<file path="src/rtl/i2c_slave_module.sv">
// I2C responder: oversampled SCL/SDA, device-address match, 1/2-byte register
// pointer, single-cycle write strobe and 1-cycle-latency read fetch port.
module i2c_slave_module #(
  parameter logic [6:0] SLAVE_ADDR = 7'h5A,
  parameter int         ADDR_BYTES = 2
) (
  input  logic        clk,
  input  logic        rst,
  input  logic        i_scl,
  input  logic        i_sda,
  output logic        o_sda_oe,
  output logic        o_wr_en,
  output logic [15:0] o_wr_addr,
  output logic [7:0]  o_wr_data,
  output logic        o_rd_en,
  output logic [15:0] o_rd_addr,
  input  logic [7:0]  i_rd_data,
  output logic        o_busy
);

  typedef enum logic [3:0] {
    IDLE, DEV_ADDR, DEV_ACK, REG_ADDR, REG_ACK,
    WDATA, WDATA_ACK, RDATA, RDATA_ACK, WAIT_STOP
  } state_t;

  localparam logic [1:0] NUM_AB = 2'(ADDR_BYTES);

  logic        scl_s1_q, scl_s2_q, scl_d_q;
  logic        sda_s1_q, sda_s2_q, sda_d_q;
  state_t      state_q;
  logic [3:0]  bitcnt_q;
  logic [7:0]  shift_q;
  logic [7:0]  addr_hi_q;
  logic [1:0]  abyte_q;
  logic [15:0] ptr_q;
  logic        rw_q, cap_q;
  logic        sda_oe_q, busy_q, wr_en_q, rd_en_q;
  logic [15:0] wr_addr_q, rd_addr_q;
  logic [7:0]  wr_data_q;

  logic        scl_rise, scl_fall, start_ev, stop_ev;
  logic [7:0]  rx_byte;
  logic [15:0] ptr_inc;

  // Line events from the synchronised copies; sync regs idle high like the bus.
  assign scl_rise = scl_s2_q & ~scl_d_q;
  assign scl_fall = ~scl_s2_q & scl_d_q;
  assign start_ev = scl_s2_q & sda_d_q & ~sda_s2_q;
  assign stop_ev  = scl_s2_q & ~sda_d_q & sda_s2_q;
  assign rx_byte  = {shift_q[6:0], sda_s2_q};

  // Pointer increment; in 1-byte mode the upper address byte stays zero.
  always_comb begin
    if (ADDR_BYTES == 1) ptr_inc = {8'h00, ptr_q[7:0] + 8'h01};
    else                 ptr_inc = ptr_q + 16'h0001;
  end

  // Two-stage synchronisers plus one delay stage for edge detection.
  always_ff @(posedge clk or posedge rst) begin
    if (rst) begin
      scl_s1_q <= 1'b1; scl_s2_q <= 1'b1; scl_d_q <= 1'b1;
      sda_s1_q <= 1'b1; sda_s2_q <= 1'b1; sda_d_q <= 1'b1;
    end else begin
      scl_s1_q <= i_scl;    scl_s2_q <= scl_s1_q; scl_d_q <= scl_s2_q;
      sda_s1_q <= i_sda;    sda_s2_q <= sda_s1_q; sda_d_q <= sda_s2_q;
    end
  end

  // Protocol FSM with registered outputs; START/STOP override bit handling.
  always_ff @(posedge clk or posedge rst) begin
    if (rst) begin
      state_q   <= IDLE;
      bitcnt_q  <= 4'd0;
      shift_q   <= 8'h00;
      addr_hi_q <= 8'h00;
      abyte_q   <= 2'd0;
      ptr_q     <= 16'h0000;
      rw_q      <= 1'b0;
      cap_q     <= 1'b0;
      sda_oe_q  <= 1'b0;
      busy_q    <= 1'b0;
      wr_en_q   <= 1'b0;
      rd_en_q   <= 1'b0;
      wr_addr_q <= 16'h0000;
      wr_data_q <= 8'h00;
      rd_addr_q <= 16'h0000;
    end else begin
      wr_en_q <= 1'b0;
      rd_en_q <= 1'b0;
      if (start_ev) begin
        state_q  <= DEV_ADDR;
        bitcnt_q <= 4'd0;
        sda_oe_q <= 1'b0;
        busy_q   <= 1'b0;
        cap_q    <= 1'b0;
      end else if (stop_ev) begin
        state_q  <= IDLE;
        sda_oe_q <= 1'b0;
        busy_q   <= 1'b0;
        cap_q    <= 1'b0;
      end else begin
        case (state_q)
          DEV_ADDR: if (scl_rise) begin
            shift_q  <= rx_byte;
            bitcnt_q <= bitcnt_q + 4'd1;
            if (bitcnt_q == 4'd7) begin
              if (rx_byte[7:1] == SLAVE_ADDR) begin
                rw_q    <= rx_byte[0];
                busy_q  <= 1'b1;
                state_q <= DEV_ACK;
              end else begin
                state_q <= WAIT_STOP;
              end
            end
          end
          // ACK states: first SCL fall pulls SDA low, second fall releases it.
          DEV_ACK: if (scl_fall) begin
            if (!sda_oe_q) sda_oe_q <= 1'b1;
            else begin
              sda_oe_q <= 1'b0;
              bitcnt_q <= 4'd0;
              if (rw_q) begin
                state_q   <= RDATA;
                rd_en_q   <= 1'b1;
                rd_addr_q <= ptr_q;
                cap_q     <= 1'b1;
              end else begin
                state_q <= REG_ADDR;
                abyte_q <= 2'd0;
              end
            end
          end
          REG_ADDR: if (scl_rise) begin
            shift_q  <= rx_byte;
            bitcnt_q <= bitcnt_q + 4'd1;
            if (bitcnt_q == 4'd7) begin
              state_q <= REG_ACK;
              abyte_q <= abyte_q + 2'd1;
              if (abyte_q + 2'd1 == NUM_AB)
                ptr_q <= (ADDR_BYTES == 1) ? {8'h00, rx_byte} : {addr_hi_q, rx_byte};
              else
                addr_hi_q <= rx_byte;
            end
          end
          REG_ACK: if (scl_fall) begin
            if (!sda_oe_q) sda_oe_q <= 1'b1;
            else begin
              sda_oe_q <= 1'b0;
              bitcnt_q <= 4'd0;
              state_q  <= (abyte_q == NUM_AB) ? WDATA : REG_ADDR;
            end
          end
          WDATA: if (scl_rise) begin
            shift_q  <= rx_byte;
            bitcnt_q <= bitcnt_q + 4'd1;
            if (bitcnt_q == 4'd7) begin
              wr_en_q   <= 1'b1;
              wr_addr_q <= ptr_q;
              wr_data_q <= rx_byte;
              ptr_q     <= ptr_inc;
              state_q   <= WDATA_ACK;
            end
          end
          WDATA_ACK: if (scl_fall) begin
            if (!sda_oe_q) sda_oe_q <= 1'b1;
            else begin
              sda_oe_q <= 1'b0;
              bitcnt_q <= 4'd0;
              state_q  <= WDATA;
            end
          end
          // bitcnt counts bits the master has clocked; fall after bit 8 hands off.
          RDATA: begin
            if (cap_q) begin
              cap_q    <= 1'b0;
              shift_q  <= i_rd_data;
              ptr_q    <= ptr_inc;
              sda_oe_q <= ~i_rd_data[7];
              bitcnt_q <= 4'd0;
            end else if (scl_rise) begin
              bitcnt_q <= bitcnt_q + 4'd1;
            end else if (scl_fall) begin
              if (bitcnt_q == 4'd8) begin
                sda_oe_q <= 1'b0;
                state_q  <= RDATA_ACK;
              end else begin
                shift_q  <= {shift_q[6:0], 1'b0};
                sda_oe_q <= ~shift_q[6];
              end
            end
          end
          RDATA_ACK: begin
            if (scl_rise) begin
              if (sda_s2_q) state_q <= WAIT_STOP;
            end else if (scl_fall) begin
              state_q   <= RDATA;
              rd_en_q   <= 1'b1;
              rd_addr_q <= ptr_q;
              cap_q     <= 1'b1;
              bitcnt_q  <= 4'd0;
            end
          end
          default: ;
        endcase
      end
    end
  end

  assign o_sda_oe  = sda_oe_q;
  assign o_busy    = busy_q;
  assign o_wr_en   = wr_en_q;
  assign o_wr_addr = wr_addr_q;
  assign o_wr_data = wr_data_q;
  assign o_rd_en   = rd_en_q;
  assign o_rd_addr = rd_addr_q;

endmodule

</file>
<file path="config.mk">
export PLATFORM = sky130hd
export DESIGN_NAME = i2c_slave_module
export DESIGN_NICKNAME = d
export VERILOG_FILES = /design/src/rtl/i2c_slave_module.sv
export SDC_FILE = /design/constraint.sdc
export NUM_CORES = 1
export LEC_CHECK = 0
export BUFFER_PORTS_ARGS = -buffer_cell sky130_fd_sc_hd__buf_2
export CELL_PAD_IN_SITES_DETAIL_PLACEMENT = 1
export CELL_PAD_IN_SITES_GLOBAL_PLACEMENT = 1
export CORE_ASPECT_RATIO = 1.2
export CORE_MARGIN = 2
export CORE_UTILIZATION = 40
export CTS_CLUSTER_DIAMETER = 50
export DETAILED_ROUTE_END_ITERATION = 10
export GPL_TIMING_DRIVEN = 0
export PLACE_DENSITY = 0.69
export RECOVER_POWER = 25
export SLEW_MARGIN = 15
export SYNTH_ARGS = -nofsm -noshare
export SYNTH_HDL_FRONTEND = slang
export SYNTH_SLANG_ARGS = --single-unit
</file>
<file path="constraint.sdc">
create_clock -name clk -period 3.5 [get_ports clk]
set_clock_uncertainty 0.1 [all_clocks]
set_input_delay 0.7 -clock clk [delete_from_list [all_inputs] [get_ports clk]]
set_output_delay 0.7 -clock clk [all_outputs]
set_load 0.005 [all_outputs]
</file>
* Word-level counts from Yosys, hierarchy flattened
Index checks and enable logic that the tools add are counted.
Word-level totals: bits in registers 93, bits of input ports 12, word-level logic and storage cells 218, output and inout bits 44
Operators by class: reductions and logical operators 26, eq/ne operators 58, bitwise gates (word level) 15, add/subtract/negate cells 3, muxes and demuxes 95
Operators with widths (number):
- 16-bit 2-to-1 mux | 11
- 4-bit 2-to-1 mux | 30
- 4-bit != test, second input constant | 19
- 16-bit case mux with 3 select lines | 1
- 7-bit 2-to-1 mux | 5
- 1-bit 2-to-1 mux | 33
- 16-bit case mux with 2 select lines | 1
- 4-bit case mux with 8 select lines | 1
- 2-bit != test, second input constant | 13
- 6-bit AND reduction | 4
- 4-bit by 3-bit equality test with 1-bit output, second input constant | 5
- 5-bit != test, second input constant | 4
- 19-bit AND reduction | 1
- 16-bit by 1-bit adder with 16-bit output, second input constant | 1
- 4-bit case mux with 4 select lines | 1
- 8-bit AND reduction | 2
- 3-bit != test, second input constant | 5
- 3-bit nonzero test | 5
- 7-bit case mux with 2 select lines | 1
- 2-bit 2-to-1 mux | 5
- 10-bit nonzero test | 1
- 5-bit nonzero test | 2
- 1-bit inverter | 9
- 9-bit AND reduction | 1
- 21 further kinds | 36

* Logic depth before layout (Yosys ltp)
Gate-level depths: netlist of the first run.
depth in word-level cells 8, mapped depth 9

* Worst setup path after synthesis of the first run
No wires, ideal clock.
kind reg-to-reg, from register scl_s2_q, to register state_q[0], slack 1314 ps, path buffers 0, library setup time 128 ps, data arrival time 1959 ps, cell stages (with the launch flop) 8, cell sequence dfstp_2 -> inv_1 -> ha_1 -> a21o_1 -> o22a_1 -> o221a_2 -> a31oi_1 -> mux2_1
Between the ends: cells in the longest elaborated chain, start to end 5
RTL lines:
- start, declared | line 28 | logic scl_s1_q, scl_s2_q, scl_d_q;
- start signal, assigned | line 64 | scl_s1_q <= i_scl; scl_s2_q <= scl_s1_q; scl_d_q <= scl_s2_q;
- 1-bit AND | line 46 | assign scl_rise = scl_s2_q & ~scl_d_q;
- 4-bit 2-to-1 mux | line 193 | if (scl_rise) begin
- 4-bit case mux with 8 select lines | line 102 | case (state_q)
- 4-bit 2-to-1 mux | line 96 | end else if (stop_ev) begin
- 4-bit 2-to-1 mux | line 90 | if (start_ev) begin
- end signal, assigned | line 150 | state_q <= (abyte_q == NUM_AB) ? WDATA : REG_ADDR;
- end, declared | line 30 | state_t state_q;
Parallel ways exist; a longest one is shown, timed or not. A chain may end at the register's enable or synchronous reset.

* Worst setup path after layout of the first run
from register scl_s2_q, to register shift_q[5]
Between the ends: cells in the longest elaborated chain, start to end 4
RTL lines:
- 1-bit inverter (tied with other cells) | line 47 | assign scl_fall = ~scl_s2_q & scl_d_q;
- 1-bit AND (on tied branches) | line 47, 48, 49
- 3-bit != test (no source line) or 1-bit inverter (tied branches)
- 7-bit AND reduction (no source line) (*)
- end signal, assigned | line 104 | shift_q <= rx_byte;
- end signal, assigned | line 134 | shift_q <= rx_byte;
- end signal, assigned | line 154 | shift_q <= rx_byte;
- end, declared | line 32 | logic [7:0] shift_q;
Mark *: on every way between the ends. The rest lies on a longest branch, timed or not.

==> results of run 1 <==
-- metal layers --
layer	vias up	track usage, %	wire length, um
li1	1789	-	-
met3	24	3.520	329
met1	1926	23.76	5485
met4	0	7.043	315
met2	77	38.22	7029
met5	-	0	0
-- flip-flops by register name, summed over array words and instances, names as in the netlist, 2 cells and up --
| signal | count |
|---|---|
| abyte_q | 2 |
| addr_hi_q | 8 |
| bitcnt_q | 4 |
| o_rd_addr | 16 |
| o_wr_addr | 16 |
| o_wr_data | 8 |
| ptr_q | 16 |
| shift_q | 7 |
| state_q | 4 |
-- through the flow --
step	worst slack, ps	hold slack, ps
6_report	674.0	261.3
5_1_grt	509.4	269.6
4_1_cts	790.9	257.7
3_5_place_dp	819.3	247.6
3_3_place_gp	-833.7	245.9
2_1_floorplan	289.6	245.2
-- path summary, 6_finish.rpt --
check	to	from
setup / recovery	shift_q[5]	scl_s2_q
hold / removal	scl_s2_q	scl_s1_q
setup reg to reg	shift_q[5]	scl_s2_q
hold reg to reg	scl_s2_q	scl_s1_q
max in group asynchronous	ptr_q[9]	rst
min in group asynchronous	shift_q[1]	rst
-- cell type report --
type	instances	area (um2)	share of cell area (%)
flip-flops and latches	93	2335	40.43
clock inverters	5	60.06	1.040
inverters	16	61.31	1.062
multi-input cells	311	2386	41.32
clock buffers	10	239.0	4.139
repair buffers	56	302.8	5.244
well taps	161	201.4	3.489
plain buffers	31	188.9	3.272
-- report_power, final --
part	switching, mW	total (mW)	internal (mW)
logic	0.159	0.289	0.130
clock network	0.425	0.997	0.572
registers	0.123	1.26	1.13
-- cells by family after synthesis --
kind of cell	count (synthesis)	synth area share, %
adder cells (fa/ha/maj)	7	1.762
buffers and inverters	47	5.010
multiplexers	60	15.38
AO/OA/AOI/OAI	110	15.53
XOR/XNOR	1	0.1763
AND/OR/NAND/NOR	133	15.16
flip-flops	93	46.98
-- critical path, delay by kind of cell, from the launching register on --
family                   cells  cell delay (ps)
buffers and inverters        3             1030
flip-flops                   1              670
AND/OR/NAND/NOR              1               80
AO/OA/AOI/OAI                3              620
adder cells (fa/ha/maj)      1              190
-- cells in the final DEF (no fill, tap or decap), drive strengths merged, types with 10 or more instances in the layout --
master,count
dfrtp,87
buf,77
mux2,50
nand2,47
o21ai,29
a21oi,26
clkbuf,20
nand3,17
inv,16
nor2,13
mux2i,10
==> flow_summary_export.csv, run 1 <==
group,metric,value,unit
cts,cts_resized,0,
yosys,synth_top_area_share,43.81,%
detailed_routing,drc,0,
pwr,p_per_area,440.5,mW/mm2
placement,place_inst,668,
critical_path,path_cells,"ha_1 -> clkbuf_1 -> clkbuf_1 -> a21oi_1 -> a2111o_1 -> buf_2 -> nand2_1 -> o21ai_0",
yosys,synth_flop_cell,"dfrtp_1",
min_path,hold_path.class,"reg -> reg",
layout,stdcell_area,0.005774,mm2
floorplanning,fp.dieH,126.1,um
pwr,leakagePower,2.881,nW
yosys,async_flop_share,100.0,%
cts,path_clk_slew,70,ps
critical_path,reg2reg_setup_slack,670,ps
critical_path,cp_max_fo,10,
detailed_routing,drtIter0Drc,108,
sta,fmax,353.9,MHz
placement,portBuffers,55,
critical_path,cp.required,3620,ps
layout,synthToLayoutAreaGrowth,16.19,%
global_routing,grt_max_degree,49,
critical_path,crit_path_end_kind,"flop",
min_path,whs_path_depth,0,
critical_path,critPathSlowestCell,"dfstp_1",
yosys,ys_ff_latch,93,
sta,period_needed,2826,ps
yosys,avgSynthCellArea,11.02,um2
cts,cts_tree,"yes",
cts,clock-sinks,93,
floorplanning,coreArea,0.01211,mm2
layout,fin_cells,683,
cts,clk_latency,340,ps
detailed_routing,routedWlPerCell,19.27,um
cts,root_buffer,"clkbuf_16",
global_routing,grt_pass1_vias,4041,
yosys,ys_seq_area_share,46.98,%
yosys,synth_most_common_cell,"dfrtp_1",
cts,post_cts_buffers,0,
yosys,yosysWarnings,0,
yosys,synth_top_area_cell,"dfrtp_1",
placement,finalWeightedCongestion,0.9262,
placement,dp_hpwl,9459,um
cts,hold_buffers,0,
detailed_routing,viasPerCell,5.587,
yosys,synth_edf_count,0,
sta,finalHoldViolations,0,
yosys,synth_fp_nets,470,
global_routing,antenna_found_initial,0,
sta,fin_crit_sh,80.74,%
cts,numCtsBuffers,9,
critical_path,critPathLaunchType,"flop",
sta,final-setup-viol-count,0,
floorplanning,die_w,105.8,um
sta,slew_headroom,-50.85,%
critical_path,slowest_delay,670,ps
sta,finalMaxSlewViolations,48,
floorplanning,dieArea,0.01334,mm2
floorplanning,initial_core_util,41.03,%
cts,clock_path_buffers,2,
sta,worst_pin_slew,2250,ps
critical_path,crit_arrival,2940,ps
cts,cts_max_level,3,
detailed_routing,totalWireLength,13160,um
layout,nets,537,
sta,rsz0062_at_grt,"false",
global_routing,gr-usage-all-layers,20.60,%
placement,placed_area,0.005477,mm2
outcome,violations,"capacitance limit, slew limit",
yosys,yosys-top-cells-area,"dfrtp_1 (44%), mux2_4 (8.2%), nand2_1 (3.5%)",
job,drv_cap,1,
critical_path,crit_type,"reg -> reg",
detailed_routing,final_antenna_net_count,0,
floorplanning,rows,44,
critical_path,rr_worst_depth,8,
yosys,synth_cell_types,78,
pwr,vdd_drop_max,0.2800,mV
critical_path,cp_common_cell,"clkbuf_1",
yosys,syn_inst,451,
sta,setup-tns-final,0,ps
layout,num-fill-cells,1346,
pwr,power,2.543,mW
global_routing,grt_pass1_wl,21570,um
yosys,ys_top_cells_by_count,"dfrtp_1 (87), nand2_1 (46), mux2_4 (27)",
layout,final_layout_size_suffix_gt1_share,28.93,%
detailed_routing,vias,3816,
floorplanning,ios,56,
outcome,status,"finished, violations left",
yosys,syn-cell-area,0.004970,mm2
layout,diodes,0,
layout,post-route-util,47.68,%
detailed_routing,drt_first_pass_iters,4,
global_routing,grt_overflow,0,
Note: power is estimated with default switching activity, not from simulation.
==> inputs of run 2 (changes only) <==
--- a/config.mk
+++ b/config.mk
@@ -14,7 +14,7 @@
 export CTS_CLUSTER_DIAMETER = 50
 export DETAILED_ROUTE_END_ITERATION = 10
 export GPL_TIMING_DRIVEN = 0
-export PLACE_DENSITY = 0.69
+export PLACE_DENSITY = 0.72
 export RECOVER_POWER = 25
 export SLEW_MARGIN = 15
 export SYNTH_ARGS = -nofsm -noshare
==> constraint.sdc (replaced) <==
create_clock -name clk -period 2.57 [get_ports clk]
set_clock_uncertainty 0.1 [all_clocks]
set_input_delay 0.514 -clock clk [delete_from_list [all_inputs] [get_ports clk]]
set_output_delay 0.514 -clock clk [all_outputs]
set_load 0.005 [all_outputs]
==> run 2 against run 1 <==
Compared with the run above: the run ends with capacitance limit left; register-to-register slack worse by 490 ps; final area up 0.15%; worst hold slack worse by 84 ps; clock power up 34%; largest cell class unchanged.
==> flow_summary_export.csv, run 2 (synthesized netlist as in run 1, its figures left out) <==
group,metric,value,unit
detailed_routing,drc,0,
detailed_routing,drtIter0Drc,147,
sta,finalHoldViolations,0,
critical_path,crit_type,"reg -> reg",
sta,worst_pin_slew,1479,ps
critical_path,rr_worst_depth,7,
sta,period_needed,2388,ps
placement,finalWeightedCongestion,0.8886,
floorplanning,coreArea,0.01211,mm2
pwr,p_per_area,596.6,mW/mm2
global_routing,grt_pass1_vias,4236,
detailed_routing,vias,3902,
critical_path,path_delay_family,"compound AO/OA/AOI/OAI gates",
cts,clock_path_buffers,2,
floorplanning,dieArea,0.01334,mm2
floorplanning,initial_core_util,41.03,%
critical_path,slowest_delay,620,ps
global_routing,grt_max_degree,38,
sta,finalMaxSlewViolations,0,
detailed_routing,totalWireLength,13710,um
cts,path_clk_slew,70,ps
layout,final_layout_size_suffix_gt1_share,29.66,%
detailed_routing,drt_first_pass_iters,4,
critical_path,crit_path_start,"scl_s2_q",
pwr,power,3.450,mW
cts,cts_tree,"yes",
placement,dp_hpwl,9727,um
critical_path,path_cells,"inv_1 -> ha_1 -> a21o_1 -> o22a_1 -> o221a_2 -> a31oi_1 -> mux2_1",
global_routing,grt_pass1_wl,22710,um
detailed_routing,viasPerCell,5.680,
sta,rsz0062_at_grt,"false",
critical_path,cp_max_fo,8,
floorplanning,fp.dieH,126.1,um
cts,hold_buffers,0,
pwr,vdd_drop_max,0.3030,mV
global_routing,antenna_found_initial,0,
critical_path,crit_path_end_kind,"flop",
sta,holdWs,177.1,ps
placement,place_inst,669,
critical_path,reg2reg_setup_slack,180,ps
critical_path,crit_arrival,2520,ps
floorplanning,ios,56,
cts,clock-sinks,93,
sta,fmax,418.7,MHz
min_path,whs_path_depth,1,
detailed_routing,routedWlPerCell,19.95,um
cts,root_buffer,"clkbuf_16",
sta,slew_headroom,0.8692,%
global_routing,grt_overflow,0,
pwr,leakagePower,2.891,nW
outcome,violations,"capacitance limit",
outcome,status,"finished, violations left",
critical_path,r2r_end,"state_q[0]",
placement,portBuffers,55,
sta,fin_crit_sh,92.93,%
critical_path,cp_num_buf_inv,1,
layout,layout_commonest_cell,"dfrtp_1",
critical_path,critPathSlowestCell,"dfstp_2",
cts,numCtsBuffers,9,
layout,nets,540,
floorplanning,die_w,105.8,um
floorplanning,rows,44,
cts,clk_latency,340,ps
layout,fin_cells,687,
job,drv_cap,1,
layout,diodes,0,
critical_path,critPathLaunchType,"flop",
layout,mostFrequentLayoutCells,"dfrtp_1 (87), buf_2 (65), nand2_1 (46)",
layout,synthToLayoutAreaGrowth,16.36,%
sta,final-setup-viol-count,0,
critical_path,cp_num_cells,7,
global_routing,gr-usage-all-layers,21.75,%
critical_path,cp.required,2700,ps
min_path,hold_path.class,"in -> reg",
critical_path,crit_end,"state_q[0]",
cts,cts_max_level,3,
critical_path,r2r-start,"scl_s2_q",
detailed_routing,final_antenna_net_count,0,
-- run 2: cell types whose count changed in the layout (fill, tap and decap cells not counted) --
| cell | before | now |
|---|---|---|
| clkbuf_1 | 10 | 11 |
| ha_2 | 0 | 1 |
| dfstp_2 | 4 | 5 |
| ha_1 | 7 | 6 |
| clkbuf_2 | 0 | 2 |
| clkbuf_8 | 1 | 0 |
| inv_6 | 1 | 0 |
| buf_4 | 6 | 9 |
| buf_16 | 1 | 0 |
| dfstp_1 | 2 | 1 |
| buf_12 | 0 | 1 |
-- run 2: power breakdown --
| part | leakage (nW) | total (mW) | switching, mW | internal [mW] |
|---|---|---|---|---|
| clock network | 0.137 | 1.34 | 0.580 | 0.757 |
| registers | 1.26 | 1.71 | 0.168 | 1.54 |
| logic | 1.49 | 0.401 | 0.225 | 0.176 |
-- run 2: how the worst min path moves through the flow --
stage,startpoint,to,slack (ps)
5_1_grt,i_scl,scl_s1_q,160
3_5_place_dp,scl_s1_q,scl_s2_q,250
3_3_place_gp,sda_s1_q,sda_s2_q,250
6_report,i_scl,scl_s1_q,180
2_1_floorplan,scl_s1_q,scl_s2_q,250
4_1_cts,i_scl,scl_s1_q,170
-- run 2: area by class of cell --
cell class,instances,area (um2)
fillers,1387,6329
multi-input cells,311,2389
flip-flops and latches,93,2335
repair buffers,60,322.8
clock buffers,12,236.5
well taps,161,201.4
plain buffers,30,186.4
inverters,16,61.31
clock inverters,4,51.30
-- run 2: stage by stage --
stage                     util [%]  worst slack [ps]  setup TNS, ps  cell area [um2]
after floorplan                  -             383.5              0             4974
after global placement       45.00            -86.33         -612.8             5450
after detailed placement     45.33            -182.9          -1622             5490
after CTS                    47.87             114.3              0             5798
after global routing         47.75             22.80              0             5783
final                        47.75             181.8              0             5783
-- run 2: metal layers --
layer,GRT usage (%),wire [um]
met1,24.72,5654
met2,41.29,7405
met3,3.623,332
met4,6.502,313
met5,0,0
-- run 2: repair_timing --
item / CTS / global route
resized for setup: 1 / 1
cloned: 0 / 0
endpoints found under the hold margin: 0 / 0
setup endpoints to repair: 22 / 5
buffers inserted: 3 / 0
pin swaps: 1 / 0
